==> src/rtl/regfile_sb.sv <==
`default_nettype none
// ============================================================================
// Module     : regfile_sb
// Description: Two-write/two-read register file with per-register busy
//              scoreboard and incremental busy counter.
// Revision   : 1.0 - initial release
// ============================================================================
module regfile_sb #(
   parameter int DATA_W   = 32,
   parameter int ADDR_W   = 5,
   parameter bit ZERO_REG = 1'b1,
   parameter bit BYPASS   = 1'b1
) (
   input  logic              clk,
   input  logic              rst_n,
   input  logic [ADDR_W-1:0] ra1_addr,
   input  logic [ADDR_W-1:0] ra2_addr,
   output logic [DATA_W-1:0] ra1_data,
   output logic [DATA_W-1:0] ra2_data,
   output logic              ra1_busy,
   output logic              ra2_busy,
   input  logic              wa_en,
   input  logic [ADDR_W-1:0] wa_addr,
   input  logic [DATA_W-1:0] wa_data,
   input  logic              wb_en,
   input  logic [ADDR_W-1:0] wb_addr,
   input  logic [DATA_W-1:0] wb_data,
   input  logic              iss_en,
   input  logic [ADDR_W-1:0] iss_addr,
   input  logic              flush,
   output logic [ADDR_W:0]   busy_cnt
);

   localparam int c_DEPTH = 2**ADDR_W;

   logic [DATA_W-1:0]  r_mem [c_DEPTH];
   logic [c_DEPTH-1:0] r_busy;
   logic [ADDR_W:0]    r_busy_cnt;

   logic [c_DEPTH-1:0] w_hit_a;
   logic [c_DEPTH-1:0] w_hit_b;
   logic [c_DEPTH-1:0] w_busy_nxt;
   logic               w_iss_ok;
   logic               w_inc;
   logic               w_dec_a;
   logic               w_dec_b;
   logic [ADDR_W:0]    w_cnt_nxt;

   // Per-register write decode; register 0 is excluded when hardwired to zero
   genvar gi;
   generate
      for (gi = 0; gi < c_DEPTH; gi++) begin : g_dec
         if (ZERO_REG && gi == 0) begin : g_zero
            assign w_hit_a[gi] = 1'b0;
            assign w_hit_b[gi] = 1'b0;
         end else begin : g_norm
            assign w_hit_a[gi] = wa_en && (wa_addr == ADDR_W'(gi));
            assign w_hit_b[gi] = wb_en && (wb_addr == ADDR_W'(gi));
         end
      end
   endgenerate

   always_ff @(posedge clk or negedge rst_n) begin
      if (!rst_n) begin
         for (int i = 0; i < c_DEPTH; i++) begin
            r_mem[i] <= '0;
         end
      end else begin
         for (int i = 0; i < c_DEPTH; i++) begin
            if (w_hit_b[i]) begin
               r_mem[i] <= wb_data;
            end else if (w_hit_a[i]) begin
               r_mem[i] <= wa_data;
            end
         end
      end
   end

   assign w_iss_ok = iss_en && !(ZERO_REG && iss_addr == '0);

   always_comb begin
      w_busy_nxt = r_busy & ~(w_hit_a | w_hit_b);
      if (w_iss_ok) begin
         w_busy_nxt[iss_addr] = 1'b1;
      end
      if (flush) begin
         w_busy_nxt = '0;
      end
   end

   // A set can only land on iss_addr and clears only on the two write addresses,
   // so the count is tracked by edge deltas instead of a full popcount.
   assign w_inc   = w_iss_ok && !r_busy[iss_addr];
   assign w_dec_a = wa_en && r_busy[wa_addr] && !(w_iss_ok && iss_addr == wa_addr);
   assign w_dec_b = wb_en && r_busy[wb_addr] && !(w_iss_ok && iss_addr == wb_addr)
                    && !(wa_en && wa_addr == wb_addr);

   always_comb begin
      w_cnt_nxt = r_busy_cnt + (ADDR_W+1)'(w_inc)
                  - (ADDR_W+1)'(w_dec_a) - (ADDR_W+1)'(w_dec_b);
      if (flush) begin
         w_cnt_nxt = '0;
      end
   end

   always_ff @(posedge clk or negedge rst_n) begin
      if (!rst_n) begin
         r_busy     <= '0;
         r_busy_cnt <= '0;
      end else begin
         r_busy     <= w_busy_nxt;
         r_busy_cnt <= w_cnt_nxt;
      end
   end

   assign busy_cnt = r_busy_cnt;

   genvar gp;
   generate
      for (gp = 0; gp < 2; gp++) begin : g_rd
         logic [ADDR_W-1:0] w_addr;
         logic [DATA_W-1:0] w_data;
         logic              w_busy;

         assign w_addr = (gp == 0) ? ra1_addr : ra2_addr;

         always_comb begin
            w_data = r_mem[w_addr];
            w_busy = r_busy[w_addr];
            if (BYPASS) begin
               if (wb_en && wb_addr == w_addr) begin
                  w_data = wb_data;
                  w_busy = 1'b0;
               end else if (wa_en && wa_addr == w_addr) begin
                  w_data = wa_data;
                  w_busy = 1'b0;
               end
            end
            if (ZERO_REG && w_addr == '0) begin
               w_data = '0;
               w_busy = 1'b0;
            end
         end
      end
   endgenerate

   assign ra1_data = g_rd[0].w_data;
   assign ra2_data = g_rd[1].w_data;
   assign ra1_busy = g_rd[0].w_busy;
   assign ra2_busy = g_rd[1].w_busy;

endmodule
`default_nettype wire

==> config.mk <==
export PLATFORM = sky130hd
export DESIGN_NAME = regfile_sb
export DESIGN_NICKNAME = d
export VERILOG_FILES = /design/src/rtl/regfile_sb.sv
export SDC_FILE = /design/constraint.sdc
export NUM_CORES = 2
export LEC_CHECK = 0
export CAP_MARGIN = 20
export CORE_ASPECT_RATIO = 0.75
export CORE_MARGIN = 4
export CORE_UTILIZATION = 32
export DETAILED_ROUTE_END_ITERATION = 8
export PLACE_DENSITY = 0.53
export SLEW_MARGIN = 20
export SYNTH_ARGS = -nofsm -noshare
export SYNTH_HDL_FRONTEND = slang
export SYNTH_SLANG_ARGS = --single-unit
==> constraint.sdc <==
create_clock -name clk -period 4.2 [get_ports clk]
set_input_delay 1.05 -clock clk [delete_from_list [all_inputs] [get_ports clk]]
set_output_delay 1.05 -clock clk [all_outputs]
set_load 0.1 [all_outputs]
==> metrics <==
setup repair after global routing missed its margin true; initial core utilization roughly 32%; maximum clock rate 229.7 MHz; largest net degree at the start of global routing 140; Slew @ Worst Pin 1204 ps; Clk pin slew, worst setup/hold paths 70 ps; vias in the first global route 62.40k; cell area after synthesis 67460 µm²; Static Leak 37.88 nW; post-synthesis cell type count 63; VDD IR max between 0.0004 and 0.0005 V; detail-routed via count per cell 6.336; final core utilization 41.23%; Max stage delay cell, worst path o41ai_4; CTS root buf clkbuf_16; pwr dens 429.4 nW/µm²; most frequent cells in the layout dfrtp_1, a21oi_1, mux2i_1, nor2_1, buf_4; total gr overflow 0; initial antenna violation count 12; first-pass iteration count of the detailed router 6; syn avg cell area 9.209 µm²; Post-synth EDFFs 0; TritonCTS clock tree yes; vias post-DR 66.23k; CP Cell Sequence buf_16 -> buf_12 -> xor2_1 -> nor4_1 -> and3_4 -> nand2b_4 -> buf_6 -> buf_12 -> buf_16 -> o41ai_4 -> buf_12; HPWL Detailed ~220000 µm; core region area 209000 µm²; Async SR Flop Fraction 100.0%; final WL between 300000 and 400000 µm; count of max-cap constraint violations 0; commonest non-fill, non-tap cell in the layout dfrtp_1; WHS a little under 200 ps; Rows 145; Top FF cell, synth dfrtp_1; die area between 200000 and 250000 µm²; TritonCTS buffer count ~110; clock latency on the worst-skew pair about 770 ps; I/O Buffers ~170; minimum clock period 4353 ps; Reg2Reg Setup Slack 630 ps; clock sink count 1030; crit-path max cell delay between 600 and 700 ps; DRC violation count after routing 0; syn_nets 7428; Max FO, Critical Path 9; critical path endpoint category primary output; synthesized instance count ~7.3k; CP arrival 3300 ps; max_slew headroom 19.72%; top post-synthesis cells by area dfrtp_1, mux2i_1, mux4_2; share of layout cells above drive strength 1 25.24%; run status finished, violations left; Initial DRC Count 9774; Final Hold Violating Endpoints 0; period utilization 103.6%; Synth Register Bits 1030; Hold Buf Count CTS 0; clock buffer depth 3; Die W ~540 µm; WS Path Type input pin to primary output; reg-to-reg endpoint busy_cnt[5]; crit-path most repeated cell buf_12; Area Overhead vs Synth 27.73%; worst path required time 3150 ps; Clock Skews 10.34 ps; failing checks negative setup slack; Seq/Total Area, Yosys 38.21%; final setup fails 46; Die Y about 410 µm; post-layout net count 7666; placer congestion estimate around 0.95; worst slack at placement -734.2 ps; worst min-delay path class input pin to asynchronous set/reset pin; Slew Limit Fails 0; Final Total Pwr between 30 and 40 mW; Final ANT Viol Nets 0; per-cell routed wire length 33.65 µm; worst setup margin -152.8 ps; H-tree levels 3; GRT Total Usage 31.05%; Yosys warning count 0; R2R Path Start r_busy[3]; IO Pins 167; Reg2Reg Depth 16; Yosys top cell area share 38.21%; dominant cell type by area after synthesis dfrtp_1; first-pass GRT wire length 487600 µm; crit start category input pin
==> critical path, delay by kind of cell <==
kind,cells,cell delay (ps)
compound gates,1,640
simple gates,3,470
buf+inv,6,940
xor+xnor,1,170
==> how the worst max path moves through the flow <==
| stage | startpoint | end | slack, ps | cells past startpoint |
|---|---|---|---|---|
| 2_1_floorplan | wa_addr[1] | ra2_data[14] | -210 | 8 |
| 3_3_place_gp | wa_addr[0] | busy_cnt[5] | -910 | 18 |
| 3_5_place_dp | wa_addr[0] | busy_cnt[5] | -730 | 18 |
| 4_1_cts | ra2_addr[0] | ra2_data[25] | -100 | 11 |
| 5_1_grt | ra2_addr[0] | ra2_data[23] | -160 | 10 |
| 6_report | ra1_addr[1] | ra1_data[0] | -150 | 11 |
==> cells in the mapped netlist (32+ instances only) <==
master       n
dfrtp_1   1030
mux4_2     301
nor3_1     541
o41ai_1     32
mux2i_1    917
clkbuf_1   645
a221oi_1    63
o22ai_1    221
buf_4       52
o21ai_1     46
a32oi_1     56
a21oi_1    990
mux2_2     127
nand2_1    571
inv_1       56
buf_1       66
nor2b_1     81
buf_2      127
nor2_1     673
a211oi_1    65
o21ai_0    434
==> routing by layer <==
layer / share of wire [%] / vias to the layer above / global-route usage (%)
li1: - / 27171 / -
met1: 39 / 32797 / 42.35
met2: 40 / 5185 / 42.60
met3: 14 / 1076 / 10.64
met4: 6.6 / 4 / 17.35
met5: 0.065 / - / 0
==> registers in the layout (all words and copies together) (netlist names) <==
name / count
busy_cnt: 6
r_busy: 32
r_mem: 992
==> stage by stage <==
stage / TNS [ps] / cell area (µm²) / instances
4_1_cts: -2046 / 84740 / 10391
3_3_place_gp: -31980 / 79100 / 10131
2_1_floorplan: -7658 / 68930 / 7325
6_report: -3370 / 86170 / 10454
5_1_grt: -3813 / 86150 / 10446
3_5_place_dp: -32830 / 79100 / 10131
==> report_power, final <==
group	leakage, nW	internal (mW)	switching (mW)
Combinational	23.4	5.71	6.37
Clock	1.76	5.60	4.67
Sequential	12.7	12.5	2.19
Total	37.9	23.8	13.2
==> final cells by class <==
cell class,instances,area (µm²)
diodes,13,32.53
clock buffers,165,3221
clock inverters,31,365.4
fillers,20015,122800
inverters,56,210.2
multi-input cells,5326,40480
flip-flops and latches,1030,25770
well taps,2793,3495
repair buffers,1040,12590
==> timing repair <==
| item | in CTS | in global routing |
|---|---|---|
| endpoints found under the setup margin | 66 | 67 |
| pin swaps | 70 | 81 |
| resized for setup | 269 | 164 |
| buffers inserted | 54 | 58 |
| cloned | 15 | 8 |
==> cells by family (layout without fill, tap and decap cells) <==
| family | count (synthesis) | in the layout | synth area share (%) |
|---|---|---|---|
| AOI/OAI and AO/OA | 1957 | 1957 | 16.28 |
| buffers and inverters | 969 | 1292 | 6.204 |
| DFF | 1030 | 1030 | 38.21 |
| xor gates and xnor gates | 39 | 39 | 0.5064 |
| adders and majority gates | 8 | 8 | 0.1706 |
| and+or+nand+nor | 1977 | 1977 | 12.86 |
| muxes | 1345 | 1345 | 25.78 |
| other | 0 | 13 | 0 |
No activity file was read; power rests on OpenSTA's default activity.
